===== src/rtl/calcu_pkg.sv =====
// calcu_pkg: shared definitions for the sequential calculator.
//   opcode_t : operation codes carried on 'seleccion' (10..15 are illegal)
//   FLAG_*   : bit positions inside the 4-bit flags word {N, Z, C, V}
//   estado_t : controller states (IDLE accepts requests, DIVIDE runs the divider)
package calcu_pkg;

  typedef enum logic [3:0] {
    OP_SUMA   = 4'd0,
    OP_RESTA  = 4'd1,
    OP_MULT   = 4'd2,
    OP_MOD    = 4'd3,
    OP_DIV    = 4'd4,
    OP_AND    = 4'd5,
    OP_OR     = 4'd6,
    OP_XOR    = 4'd7,
    OP_LSHIFT = 4'd8,
    OP_RSHIFT = 4'd9
  } opcode_t;

  localparam int FLAG_N = 3;
  localparam int FLAG_Z = 2;
  localparam int FLAG_C = 1;
  localparam int FLAG_V = 0;

  typedef enum logic {
    ST_IDLE   = 1'b0,
    ST_DIVIDE = 1'b1
  } estado_t;

endpackage


===== src/rtl/divisor_restaurador.sv =====
// divisor_restaurador: N-bit unsigned iterative restoring divider, one
// quotient bit per clock.
//   clk, rst_n   : clock, synchronous active-low reset
//   i_inicio     : load operands and start (divisor must be non-zero)
//   i_dividendo  : dividend
//   i_divisor    : divisor
//   o_fin        : high during the cycle in which the last iteration runs
//   o_cociente   : quotient, valid while o_fin is high
//   o_resto      : remainder, valid while o_fin is high
// The outputs are the combinational result of the current iteration, so the
// caller can register the final answer on the same edge that completes the
// N-th step (no extra cycle after the last iteration).
module divisor_restaurador #(
  parameter int N = 4
) (
  input  logic         clk,
  input  logic         rst_n,
  input  logic         i_inicio,
  input  logic [N-1:0] i_dividendo,
  input  logic [N-1:0] i_divisor,
  output logic         o_fin,
  output logic [N-1:0] o_cociente,
  output logic [N-1:0] o_resto
);

  localparam int CW = (N > 2) ? $clog2(N) : 1;

  logic [N-1:0]  r_resto;
  logic [N-1:0]  r_cociente;
  logic [N-1:0]  r_divisor;
  logic [CW-1:0] r_cuenta;
  logic          r_activo;

  logic [N:0]    w_parcial;
  logic [N:0]    w_diferencia;
  logic          w_cabe;
  logic [N-1:0]  w_resto_sig;
  logic [N-1:0]  w_cociente_sig;

  // Shift the next dividend bit into the partial remainder and try to
  // subtract; a non-negative difference means the quotient bit is 1.
  assign w_parcial      = {r_resto, r_cociente[N-1]};
  assign w_diferencia   = w_parcial - {1'b0, r_divisor};
  assign w_cabe         = ~w_diferencia[N];
  assign w_resto_sig    = w_cabe ? w_diferencia[N-1:0] : w_parcial[N-1:0];
  assign w_cociente_sig = {r_cociente[N-2:0], w_cabe};

  assign o_fin      = r_activo && (r_cuenta == CW'(N-1));
  assign o_cociente = w_cociente_sig;
  assign o_resto    = w_resto_sig;

  always_ff @(posedge clk) begin
    if (!rst_n) begin
      r_resto    <= '0;
      r_cociente <= '0;
      r_divisor  <= '0;
      r_cuenta   <= '0;
      r_activo   <= 1'b0;
    end else if (i_inicio) begin
      r_resto    <= '0;
      r_cociente <= i_dividendo;
      r_divisor  <= i_divisor;
      r_cuenta   <= '0;
      r_activo   <= 1'b1;
    end else if (r_activo) begin
      r_resto    <= w_resto_sig;
      r_cociente <= w_cociente_sig;
      r_cuenta   <= r_cuenta + CW'(1);
      if (o_fin) r_activo <= 1'b0;
    end
  end

endmodule


===== src/rtl/calcu_secuencial.sv =====
// calcu_secuencial: registered N-bit calculator with a start/ready/valid
// handshake.
//   clk, rst_n : clock, synchronous active-low reset
//   inicio     : request; accepted on a rising edge where listo=1
//   a, b       : operands, captured on accept
//   seleccion  : opcode (see calcu_pkg::opcode_t), captured on accept
//   listo      : block can accept a request this cycle
//   valido     : one-cycle pulse, salida/flags were updated by the last edge
//   salida     : result, held until the next result
//   flags      : {N, Z, C, V}, held with salida
//   estado     : controller state, for observation only
// Handshake: a request is taken exactly when inicio && listo at a rising edge;
// every taken request yields exactly one valido pulse, in request order.
// Build option: define CALCU_DIV_EN to include the iterative divider for
// opcodes 3/4; without it those opcodes finish in one cycle as salida=0, Z, V.
module calcu_secuencial
  import calcu_pkg::*;
#(
  parameter int N = 4
) (
  input  logic         clk,
  input  logic         rst_n,
  input  logic         inicio,
  input  logic [N-1:0] a,
  input  logic [N-1:0] b,
  input  logic [3:0]   seleccion,
  output logic         listo,
  output logic         valido,
  output logic [N-1:0] salida,
  output logic [3:0]   flags,
  output estado_t      estado
);

  localparam logic [N:0] LIM = (N+1)'(N);

  estado_t        r_estado;
  estado_t        w_estado_sig;

  logic [N:0]     w_suma;
  logic [N-1:0]   w_resta;
  logic [2*N-1:0] w_prod;
  logic [2*N-1:0] w_izq;
  logic [2*N-1:0] w_der;
  logic [N:0]     w_b_ext;
  logic [N-1:0]   w_res;
  logic           w_c;
  logic           w_v;
  logic           w_a_divide;
  logic [3:0]     w_flags;
  logic           w_acepta;
  logic           w_div_fin;

  assign w_suma  = {1'b0, a} + {1'b0, b};
  assign w_resta = a - b;
  assign w_prod  = {{N{1'b0}}, a} * {{N{1'b0}}, b};
  // Double-width shifts: the bit just beyond the result is the last bit out.
  assign w_izq   = {{N{1'b0}}, a} << b;
  assign w_der   = {a, {N{1'b0}}} >> b;
  assign w_b_ext = {1'b0, b};

  assign listo    = rst_n && (r_estado == ST_IDLE);
  assign w_acepta = inicio && listo;
  assign estado   = r_estado;

  // Single-cycle datapath; w_a_divide marks requests that need the divider.
  always_comb begin
    w_res      = '0;
    w_c        = 1'b0;
    w_v        = 1'b0;
    w_a_divide = 1'b0;
    case (seleccion)
      OP_SUMA: begin
        w_res = w_suma[N-1:0];
        w_c   = w_suma[N];
        w_v   = (a[N-1] == b[N-1]) && (w_suma[N-1] != a[N-1]);
      end
      OP_RESTA: begin
        w_res = w_resta;
        w_c   = (a < b);
        w_v   = (a[N-1] != b[N-1]) && (w_resta[N-1] != a[N-1]);
      end
      OP_MULT: begin
        w_res = w_prod[N-1:0];
        w_c   = |w_prod[2*N-1:N];
      end
      OP_MOD, OP_DIV: begin
`ifdef CALCU_DIV_EN
        if (b == '0) begin
          w_v   = 1'b1;
          w_res = (seleccion == OP_DIV) ? '1 : a;
        end else begin
          w_a_divide = 1'b1;
        end
`else
        w_v = 1'b1;
`endif
      end
      OP_AND: w_res = a & b;
      OP_OR:  w_res = a | b;
      OP_XOR: w_res = a ^ b;
      OP_LSHIFT: begin
        if (w_b_ext < LIM) begin
          w_res = w_izq[N-1:0];
          w_c   = w_izq[N];
        end else if (w_b_ext == LIM) begin
          w_c = a[N-1];
        end
      end
      OP_RSHIFT: begin
        if (w_b_ext < LIM) begin
          w_res = w_der[2*N-1:N];
          w_c   = w_der[N-1];
        end else if (w_b_ext == LIM) begin
          w_c = a[0];
        end
      end
      default: ;
    endcase
  end

  assign w_flags = {w_res[N-1], (w_res == '0), w_c, w_v};

`ifdef CALCU_DIV_EN
  logic         r_es_mod;
  logic [N-1:0] w_cociente;
  logic [N-1:0] w_resto;
  logic [N-1:0] w_div_res;

  divisor_restaurador #(.N(N)) u_divisor (
    .clk         (clk),
    .rst_n       (rst_n),
    .i_inicio    (w_acepta && w_a_divide),
    .i_dividendo (a),
    .i_divisor   (b),
    .o_fin       (w_div_fin),
    .o_cociente  (w_cociente),
    .o_resto     (w_resto)
  );

  assign w_div_res = r_es_mod ? w_resto : w_cociente;

  always_ff @(posedge clk) begin
    if (!rst_n)        r_es_mod <= 1'b0;
    else if (w_acepta) r_es_mod <= (seleccion == OP_MOD);
  end
`else
  assign w_div_fin = 1'b0;
`endif

  always_comb begin
    w_estado_sig = r_estado;
    case (r_estado)
      ST_IDLE:   if (w_acepta && w_a_divide) w_estado_sig = ST_DIVIDE;
      ST_DIVIDE: if (w_div_fin) w_estado_sig = ST_IDLE;
      default:   w_estado_sig = ST_IDLE;
    endcase
  end

  always_ff @(posedge clk) begin
    if (!rst_n) begin
      r_estado <= ST_IDLE;
      salida   <= '0;
      flags    <= '0;
      valido   <= 1'b0;
    end else begin
      r_estado <= w_estado_sig;
      valido   <= 1'b0;
      if (w_acepta && !w_a_divide) begin
        salida <= w_res;
        flags  <= w_flags;
        valido <= 1'b1;
      end
`ifdef CALCU_DIV_EN
      else if ((r_estado == ST_DIVIDE) && w_div_fin) begin
        salida <= w_div_res;
        flags  <= {w_div_res[N-1], (w_div_res == '0), 1'b0, 1'b0};
        valido <= 1'b1;
      end
`endif
    end
  end

endmodule


===== config.mk =====
export PLATFORM = sky130hd
export DESIGN_NAME = calcu_secuencial
export DESIGN_NICKNAME = d
export VERILOG_FILES = /design/src/rtl/calcu_pkg.sv /design/src/rtl/divisor_restaurador.sv /design/src/rtl/calcu_secuencial.sv
export SDC_FILE = /design/constraint.sdc
export NUM_CORES = 1
export LEC_CHECK = 0
export CAP_MARGIN = 25
export CORE_MARGIN = 1
export CORE_UTILIZATION = 50
export DETAILED_ROUTE_END_ITERATION = 16
export DONT_BUFFER_PORTS = 1
export PLACE_DENSITY_LB_ADDON = 0.15
export SKIP_CTS_REPAIR_TIMING = 1
export SLEW_MARGIN = 5
export SYNTH_ARGS = -nofsm -noshare
export SYNTH_HDL_FRONTEND = slang
export SYNTH_SLANG_ARGS = --single-unit

===== constraint.sdc =====
create_clock -name clk -period 5.2 [get_ports clk]
set_input_delay 1.3 -clock clk [delete_from_list [all_inputs] [get_ports clk]]
set_output_delay 1.3 -clock clk [all_outputs]
set_load 0.03 [all_outputs]

# == Yosys cells after proc, flatten, opt, wreduce, memory -nomap -nowiden ==
# Cells that the tools add are included.
# totals
ff_bits,10
wordCells,48
# op_classes
add_sub_neg,2
n_mul,1
order_cmp,2
eq_ne,14
shift,2
n_mux,11
n_bitwise,4
n_reduce_logical,8
# op_table
cell,count
case mux 4 bit (8 select lines),1
== test 4 x 3 -> 1 bit (second input constant),5
== test 4 x 2 -> 1 bit (second input constant),2
== test 4 bit (second input constant),2
zero test 4 bit,2
multiplier 4 x 4 -> 8 bit,1
2-to-1 mux 4 bit,2
>> shifter 8 x 4 -> 8 bit,1
adder 4 x 4 -> 5 bit,1
2-to-1 mux 1 bit,5
case mux 1 bit (5 select lines),1
left shift 4 x 4 -> 5 bit,1
AND 4 bit,1
== test 4 x 1 -> 1 bit (second input constant),1
logical AND 1 bit,4
< comparator 4 x 3 -> 1 bit (second input constant),1
< comparator 4 bit,1
bitwise OR 4 bit,1
OR reduction 4 bit,1
subtractor 4 bit,1
XOR 4 bit,1
!= test 1 bit,3
case mux 1 bit (3 select lines),1
case mux 1 bit (2 select lines),1
other kinds (3),3

# == Depth between registers and ports, before layout ==
# Gate-level depths: netlist of the first run.
# depth
word_depth,4
mapped_depth,13
depth_no_buf,12

# == Worst setup path after synthesis of the first run ==
# OpenSTA, ideal clock, no wires.
# synth_timing
path_type,input-to-reg
start,input port b[1]
end,register flags[2]
arrival_time_ps,4206
t_required_ps,5108
setup_slack_ps,902
path_stages,13
path_buffers,2
path_cell_list,clkbuf_1 -> clkbuf_1 -> nand2_1 -> fa_1 -> inv_1 -> fa_1 -> fa_1 -> nor3b_1 -> a31oi_1 -> nor3b_1 -> nor3_1 -> nand3_1 -> o32ai_1
# synth_between
elab_chain_cells,4
# synth_lines
element,line,text
"start, declared",calcu_secuencial.sv:25,"input logic [N-1:0] b,"
"parallel branches: the longest is 2 deep, another holds multiplier 4 x 4 -> 8 bit",-,
case mux 4 bit (8 select lines) (*),calcu_secuencial.sv:71,case (seleccion)
zero test 4 bit (*),calcu_secuencial.sv:121,"assign w_flags = {w_res[N-1], (w_res == '0), w_c, w_v};"
"end signal, assigned",calcu_secuencial.sv:170,flags <= w_flags;
"end, declared",calcu_secuencial.sv:30,"output logic [3:0] flags,"
# Mark *: on every way between the ends.
# A chain may end at the register's enable or synchronous reset.

# == Final worst setup path of the first run ==
# layout_timing
start,input port a[0]
end,register flags[2]
# layout_between
elab_chain_cells,4
# layout_lines
element,line,text
"start, declared",calcu_secuencial.sv:24,"input logic [N-1:0] a,"
"parallel branches: the longest is 2 deep, another holds multiplier 4 x 4 -> 8 bit",-,
case mux 4 bit (8 select lines) (*),calcu_secuencial.sv:71,
zero test 4 bit (*),calcu_secuencial.sv:121,
# Marked as above.

==> results of run 1 <==
[worst max-delay path: cells and delay by family]
kind                     cells  cell delay [ns]
AO/OA/AOI/OAI                2             0.42
adder cells (fa/ha/maj)      3             1.50
AND/OR/NAND/NOR              5             0.59
buffers and inverters        1             0.05
[power groups by stage]
stage               clock [mW]  sequential, mW  combinational (mW)
floorplan                    0          0.0771               0.104
global placement             0          0.0790               0.109
detailed placement           0          0.0792               0.111
CTS                     0.0508          0.0779               0.112
global route            0.0538          0.0783               0.128
finish                  0.0485          0.0778               0.113
[cell usage in the layout (no fill, tap or decap), types with 2 or more instances in the layout]
cell | netlist | routed
sky130_fd_sc_hd__nor2b_1 | 5 | 5
sky130_fd_sc_hd__nor2_1 | 21 | 21
sky130_fd_sc_hd__a31oi_1 | 6 | 6
sky130_fd_sc_hd__inv_1 | 21 | 21
sky130_fd_sc_hd__nor3b_1 | 2 | 2
sky130_fd_sc_hd__and2_1 | 2 | 2
sky130_fd_sc_hd__dfxtp_1 | 8 | 8
sky130_fd_sc_hd__nor3_1 | 6 | 6
sky130_fd_sc_hd__o22ai_1 | 3 | 3
sky130_fd_sc_hd__a211oi_1 | 4 | 4
sky130_fd_sc_hd__o21ai_0 | 15 | 15
sky130_fd_sc_hd__o211a_1 | 3 | 3
sky130_fd_sc_hd__nand4_1 | 3 | 3
sky130_fd_sc_hd__ha_1 | 25 | 25
sky130_fd_sc_hd__a21oi_1 | 17 | 17
sky130_fd_sc_hd__fa_1 | 6 | 6
sky130_fd_sc_hd__mux2i_1 | 8 | 8
sky130_fd_sc_hd__nand3b_1 | 2 | 2
sky130_fd_sc_hd__nand2b_1 | 2 | 2
sky130_fd_sc_hd__nand3_1 | 6 | 6
sky130_fd_sc_hd__a21o_1 | 2 | 2
sky130_fd_sc_hd__nand2_1 | 19 | 19
sky130_fd_sc_hd__mux2_2 | 2 | 2
sky130_fd_sc_hd__nor4_1 | 2 | 2
sky130_fd_sc_hd__clkbuf_4 | 0 | 3
[final cells by class]
class | count | area share
well taps | 44 | 0.0335
clock buffers | 3 | 0.0137
multi-input cells | 181 | 0.805
inverters | 22 | 0.0503
flip-flops and latches | 8 | 0.0976
[kinds of logic (layout without fill, tap and decap cells)]
| group | Yosys count | in the layout | share of synthesized area |
|---|---|---|---|
| compound gates | 61 | 61 | 0.233 |
| xor+xnor | 1 | 1 | 0.00530 |
| fa+ha+maj | 31 | 31 | 0.262 |
| buf+inv | 39 | 25 | 0.104 |
| flops | 8 | 8 | 0.0968 |
| mux | 10 | 10 | 0.0620 |
| other cells | 1 | 1 | 0.00227 |
| simple gates | 77 | 77 | 0.234 |
[metal layers]
metal,global-route usage,vias to the layer above,wire (um)
met5,0,-,0
met4,0.0731,0,77
met3,0.0437,8,391
met2,0.445,87,2100
met1,0.368,759,1880
li1,-,780,-
[synthesized netlist by cell type, types with 4 or more instances]
cell	n	area, um2
sky130_fd_sc_hd__fa_1	6	120
sky130_fd_sc_hd__dfxtp_1	8	160
sky130_fd_sc_hd__nand2_1	19	71.3
sky130_fd_sc_hd__mux2i_1	8	80.1
sky130_fd_sc_hd__nor2_1	21	78.8
sky130_fd_sc_hd__inv_1	21	78.8
sky130_fd_sc_hd__ha_1	25	313
sky130_fd_sc_hd__nor3_1	6	30.0
sky130_fd_sc_hd__clkbuf_1	7	26.3
sky130_fd_sc_hd__nand3_1	6	30.0
sky130_fd_sc_hd__a211oi_1	4	30.0
sky130_fd_sc_hd__a21oi_1	17	85.1
sky130_fd_sc_hd__buf_2	6	30.0
sky130_fd_sc_hd__nor2b_1	5	31.3
sky130_fd_sc_hd__a31oi_1	6	37.5
sky130_fd_sc_hd__o21ai_0	15	75.1
[sequential cells by signal, summed over array words and instances, names as in the netlist]
register  count
flags         3
salida        4
valido        1
[worst max path at each step]
stage                     from       end  slack, ns  cells after the start
final                     a[0]  flags[2]       1.47                     11
after global routing      a[0]  flags[2]       1.22                     11
after CTS                 a[0]  flags[2]       1.46                     11
after detailed placement  a[0]  flags[2]       1.18                     11
after global placement    a[0]  flags[2]       1.27                     11
after floorplan           b[1]  flags[2]       0.90                     13
[through the flow]
step / hold slack (ns) / setup slack [ns] / util / std cells
after global routing: 0.675 / 1.22 / 0.529 / 258
after CTS: 0.651 / 1.46 / 0.529 / 258
final: 0.649 / 1.47 / 0.529 / 258
after global placement: 0.619 / 1.27 / 0.522 / 255
after floorplan: 0.594 / 0.902 / - / 228
after detailed placement: 0.642 / 1.18 / 0.522 / 255
==> run summary, run 1 <==
In this run the critical register-to-register path is captured at flags[1]. The worst hold path passes through 2 cells. The remaining max-slew budget at the tightest pin came out at 0.582.

In this run the critical register-to-register path is launched from flags[1]. The layout filler cell count came out at 322. The longest clock path from root to sink contains 2 buffers. The part of the power in registers is 0.325. Dividing the detail-routed wire length by the instance count gives 17.3 um.

The clock tree skew after final layout came out at 0 ns. The net switching power of the design is 0.0979 mW. The post-synth design cell area is 1650 um2. The count of pins over their slew limit came out at 0. The core region is 3100 um2. The clock latency on the worst-skew pair is 0.25 ns. By startpoint and endpoint, the worst setup path is classified as in -> reg. Along the worst path, the maximum fanout reaches 6. The number of buffers created by CTS is 3.

The proportion of layout cells with a drive suffix above 1 is 0.0280. The total global routing track utilization came out at 0.271. The tightest min-delay check is of the reg -> reg type.

The number of nets in the layout is 262. Cell internal power was estimated by the tool at 0.142 mW. The number of maximum-capacitance constraint violations came out at 0. The clock-pin slew on the worst setup and hold paths is 0.06 ns. The largest single stage delay on the critical path is 0.53 ns. The total die area came out at 3540 um2.

The number of routed nets with antenna violations is 0. The DRC violation total after the first TritonRoute iteration is 200. The run finished with clean final reports. The final standard cell area without fillers came out at 1640 um2.

At the pin with the least slew margin, the transition time is 0.621 ns. The async set or reset register ratio after synthesis is 0. The area of the multi-input gates is 1320 um2. Setup violations remaining at the end of the flow were counted as 0. The total wire length after detailed routing is 4450 um. Static timing analysis puts the maximum clock frequency at 268 MHz. The register area share after synthesis is 0.0968.

The worst setup path is launched from a primary input. The sum of negative setup slack is 0 ns. The cell that appears most often on the critical path is sky130_fd_sc_hd__fa_1.

The critical hold path startpoint is flags[2]. For this run, design rule violations remaining after detail routing come to 0. The total area of sequential cells is 160 um2. The HPWL reported at the end of detailed placement came out at 3510 um.

The number of flops mapped to enable cells by yosys came out at 0. The share of total power consumed by net switching is 0.409. The number of I/O pins is 26. The path with the worst hold slack has its endpoint at flags[2].

The first global-routing pass estimated 7330 um of wire. The vertical die dimension came out at 59.5 um. The number of global-route vias before repair came out at 1554.

The initial antenna violation count is 0. The ratio of total power to cell area is 146 nW/um2. The number of rows created at floorplan is 20. The share of the clock period used by the worst path after layout is 0.717. The signal on the critical path passes through nand2_1 > fa_1 > inv_1 > fa_1 > fa_1 > nor3b_1 > a31oi_1 > nor3b_1 > nor3_1 > nand3_1 > o32ai_1. The synthesized instance count came out at 228. Clock tree synthesis selected as its root buffer the cell sky130_fd_sc_hd__clkbuf_4. The worst setup path is captured at a register. The aggregate global routing overflow came out at 0. The data arrival at the endpoint of the critical path is 3.88 ns. The cell area after placement is 1620 um2. The pin count of the biggest net entering global routing came out at 21. The final hold violation count is 0. Setup repair after global routing left no endpoint under its margin. In the synthesized netlist the dominant register cell turns out to be sky130_fd_sc_hd__dfxtp_1. The via density per instance is 6.33. The share of total power dissipated in the clock network is 0.203. The die outline width is 59.5 um. The number of H-tree levels is 1. The layout-stage area growth over the synthesis result came out at -0.757%. The worst-case register-to-register setup slack came out at 4.08 ns. The static leakage power is 0.785 nW. The initial utilization of the core area, before any placement, comes to 0.533. The flop and latch count out of synthesis is 8.

The first-pass iteration count of the detailed router came out at 7. Counting distinct cell types in the post-synthesis netlist gives 49. The number of nets handed over by synthesis was 274. The worst-case vdd ir drop came out at 0.0608 mV. The synthesized area per cell came out at 7.25 um2.

Of the total power, combinational logic draws 0.473. The final antenna diode count came out at 0. After layout, the design draws a total of 0.240 mW.

The clock drives 8 sinks. For this design, the slowest cell found on the critical path is sky130_fd_sc_hd__fa_1. The shortest period the worst path allows is 3.73 ns.

During synthesis, Yosys emitted a total of 0 warnings. The weighted congestion reported at the end of routability-driven placement is 0.987. The final route contains 1634 vias. The cell depth of the worst flop-to-flop path is 3. The count of buffers inserted at the top-level ports is 0. The data required time at the worst endpoint is 5.36 ns. TritonCTS built the clock tree.
Power figures use the tool's default switching activity.
==> inputs of run 2 (changes only) <==
==> constraint.sdc (replaced) <==
create_clock -name clk -period 3.29 [get_ports clk]
set_input_delay 0.8225 -clock clk [delete_from_list [all_inputs] [get_ports clk]]
set_output_delay 0.8225 -clock clk [all_outputs]
set_load 0.03 [all_outputs]
==> run 2 against run 1 <==
Via count is 2.7% lower. Worst setup slack worse by 1.4 ns. Final cell count is 1.6% higher. Wire length is 5.4% lower. Worst hold slack worse by 0.027 ns. Count of clock-buffer cells in the layout stayed put. Sequential share of layout area is 0.19 points lower. Critical path type unchanged.
==> run summary, run 2 (synthesis gave the netlist of run 1 again) <==
The run finished with clean final reports. The pin count of the biggest net entering global routing is 21. The setup path with the least slack is of type in -> reg. The post-placement worst setup slack is -0.162 ns. The startpoint identified for the worst register-to-register timing path is flags[1]. Leaving out fill and tap cells, the most frequent cells in the layout are 25 x sky130_fd_sc_hd__ha_1, 21 x sky130_fd_sc_hd__inv_1, 21 x sky130_fd_sc_hd__nor2_1, 18 x sky130_fd_sc_hd__nand2_1, 17 x sky130_fd_sc_hd__a21oi_1. The first-pass iteration count of the detailed router is 5.

The transition time of the tightest slew-check pin is 0.594 ns. The number of global-route vias before repair came to 1457. The number of maximum-capacitance constraint violations is 0.

The setup-violating endpoint count in the final report came out at 0. Walking the worst path, the cells encountered are nand2_1 > fa_1 > inv_1 > fa_1 > fa_1 > nor3b_1 > a31oi_1 > nor3b_1 > nor3_1 > nand3_1 > o32ai_1. Summed over all layers, the routed wires come to 4210 um.

STA classifies the critical path startpoint as a primary input. For the worst-skew pair, the clock arrives at the later sink with an insertion delay of 0.26 ns. The cell area after placement came out at 1650 um2. The area inside the core boundary is 3100 um2. After floorplanning, the core was divided into 20 placement rows. The total number of vias is 1590. The clock-pin slew on the worst setup and hold paths is 0.05 ns. The type of element capturing the critical path is a register. At the end of routability-driven placement, the weighted congestion stood at 0.879. The worst-case register-to-register setup slack is 2.16 ns.

The maximum single-stage delay on the critical path is 0.55 ns. The most used cell along the critical path is sky130_fd_sc_hd__fa_1. The die covers 3540 um2.

In this run the static leakage power is 0.804 nW. The first global-routing pass estimated 6890 um of wire. The layout filler cell count came out at 330. Buffers inserted during clock tree synthesis total 3. The number of H-tree levels came out at 1.

For this design the top-level I/O count stands at 26. The die outline width came out at 59.5 um. The number of logic stages on the critical path including buffering came out at 11. The number of routed nets with antenna violations came out at 0.

TritonCTS built the clock tree. Hold is met by 0.622 ns. CTS placed an instance of sky130_fd_sc_hd__clkbuf_4 at the clock tree root.

The proportion of layout cells with a drive suffix above 1 came out at 0.0505. After detailed routing, the average wire length per cell comes to 16.1 um. The data required time at the worst endpoint is 3.46 ns. The tightest min-delay check is of the reg -> reg type. The timing endpoint of the critical path is flags[2]. Among cell families on the critical path, the largest total delay comes from adder cells. CTS saw 8 sinks. The final standard cell area without fillers is 1670 um2.

Derived from the worst setup path, the maximum achievable clock frequency is 313 MHz. The count of pins over their slew limit is 0. The vertical die dimension is 59.5 um.

The HPWL reported at the end of detailed placement came out at 3360 um. In the final design database the tool counted 266 nets. The first routing iteration left 135 violations. The cell depth of the worst flop-to-flop path is 3. Setup repair after global routing could not meet its margin everywhere.

The flip-flop count of the largest register, all copies and words added is 4. In the finished design, the share of the clock period the worst path needs comes to 0.970. For the final routed database, the setup TNS stands at 0 ns.

The combined buffer and inverter count along the critical path is 1. The clock tree skew after final layout is 0 ns. Tracing the worst setup path back leads to its startpoint at a[0]. Along the worst path, the maximum fanout reaches 6.

The final worst-path setup slack is 0.0998 ns. More flip-flops sit in one register than any other, and that register is salida. The via density per instance is 6.07. The worst pin sits at a relative slew slack of 0.604. The worst-case vdd ir drop is 0.188 mV. The initial core utilization came out at 0.533. The completed layout was analyzed and its total power is 0.377 mW. The data arrival at the endpoint of the critical path came out at 3.36 ns. The final hold violation count came out at 0.

In the final layout, the registers with the most flip-flops are salida (4), flags (3), valido (1). The repair_antennas step left the layout with diodes totalling 0. The initial antenna violation count is 0. The critical path's slowest cell is sky130_fd_sc_hd__fa_1. The ratio of total power to cell area came out at 225 nW/um2.

For this run the aggregate overflow at the end of global routing stands at 0. The shortest period the worst path allows came out at 3.19 ns. No sink is reached through more buffers than the 2 on the longest clock path. The total global routing track utilization came out at 0.257. The capture point of the worst reg-to-reg path is flags[1].

For this run, design rule violations remaining after detail routing come to 0. The library cell used most frequently in the layout, excluding fill and tap cells, is sky130_fd_sc_hd__ha_1. The count of buffers inserted at the top-level ports came out at 0. The layout-stage area growth over the synthesis result came out at 1.21%.
## run 2: changes by cell type in the layout (fill, tap and decap cells not counted), sizes merged
cell  delta
buf      +4
## run 2: worst register-to-register path, delay by kind of cell (launching register included)
family             cells  cell delay, ns
and+or+nand+nor        2            0.48
AOI/OAI and AO/OA      1            0.13
DFF                    1            0.40
## run 2: per-layer routing
| layer | track usage | wire (um) | vias to the layer above |
|---|---|---|---|
| met4 | 0.0332 | 38 | 0 |
| met1 | 0.386 | 1910 | 731 |
| met2 | 0.388 | 1920 | 61 |
| met3 | 0.0480 | 347 | 4 |
| met5 | 0 | 0 | - |
| li1 | - | - | 794 |
## run 2: layout make-up
| class | instances | area (um2) | area share |
|---|---|---|---|
| inverter | 22 | 82.6 | 0.0493 |
| clock buffer | 3 | 22.5 | 0.0135 |
| multi-input combinational | 181 | 1320 | 0.791 |
| tap | 44 | 55.1 | 0.0329 |
| timing repair buffer | 4 | 30.0 | 0.0179 |
| sequential | 8 | 160 | 0.0957 |
## run 2: worst min path at each step
stage | startpoint | endpoint | slack, ns | cells past startpoint
2_1_floorplan | flags[2] | flags[2] | 0.59 | 2
3_3_place_gp | flags[2] | flags[2] | 0.62 | 2
3_5_place_dp | flags[2] | flags[2] | 0.62 | 2
4_1_cts | flags[2] | flags[2] | 0.63 | 2
5_1_grt | inicio | flags[0] | 0.65 | 1
6_report | flags[2] | flags[2] | 0.62 | 2
## run 2: metrics by stage
stage	utilization	std cells
after global placement	0.532	259
final	0.540	262
after CTS	0.540	262
after floorplan	-	228
after global routing	0.540	262
after detailed placement	0.532	259
## run 2: where the power goes
group / switching (mW) / internal (mW) / total, mW
logic: 0.0968 / 0.0827 / 0.179
registers: 0.0187 / 0.104 / 0.122
clock network: 0.0330 / 0.0417 / 0.0747
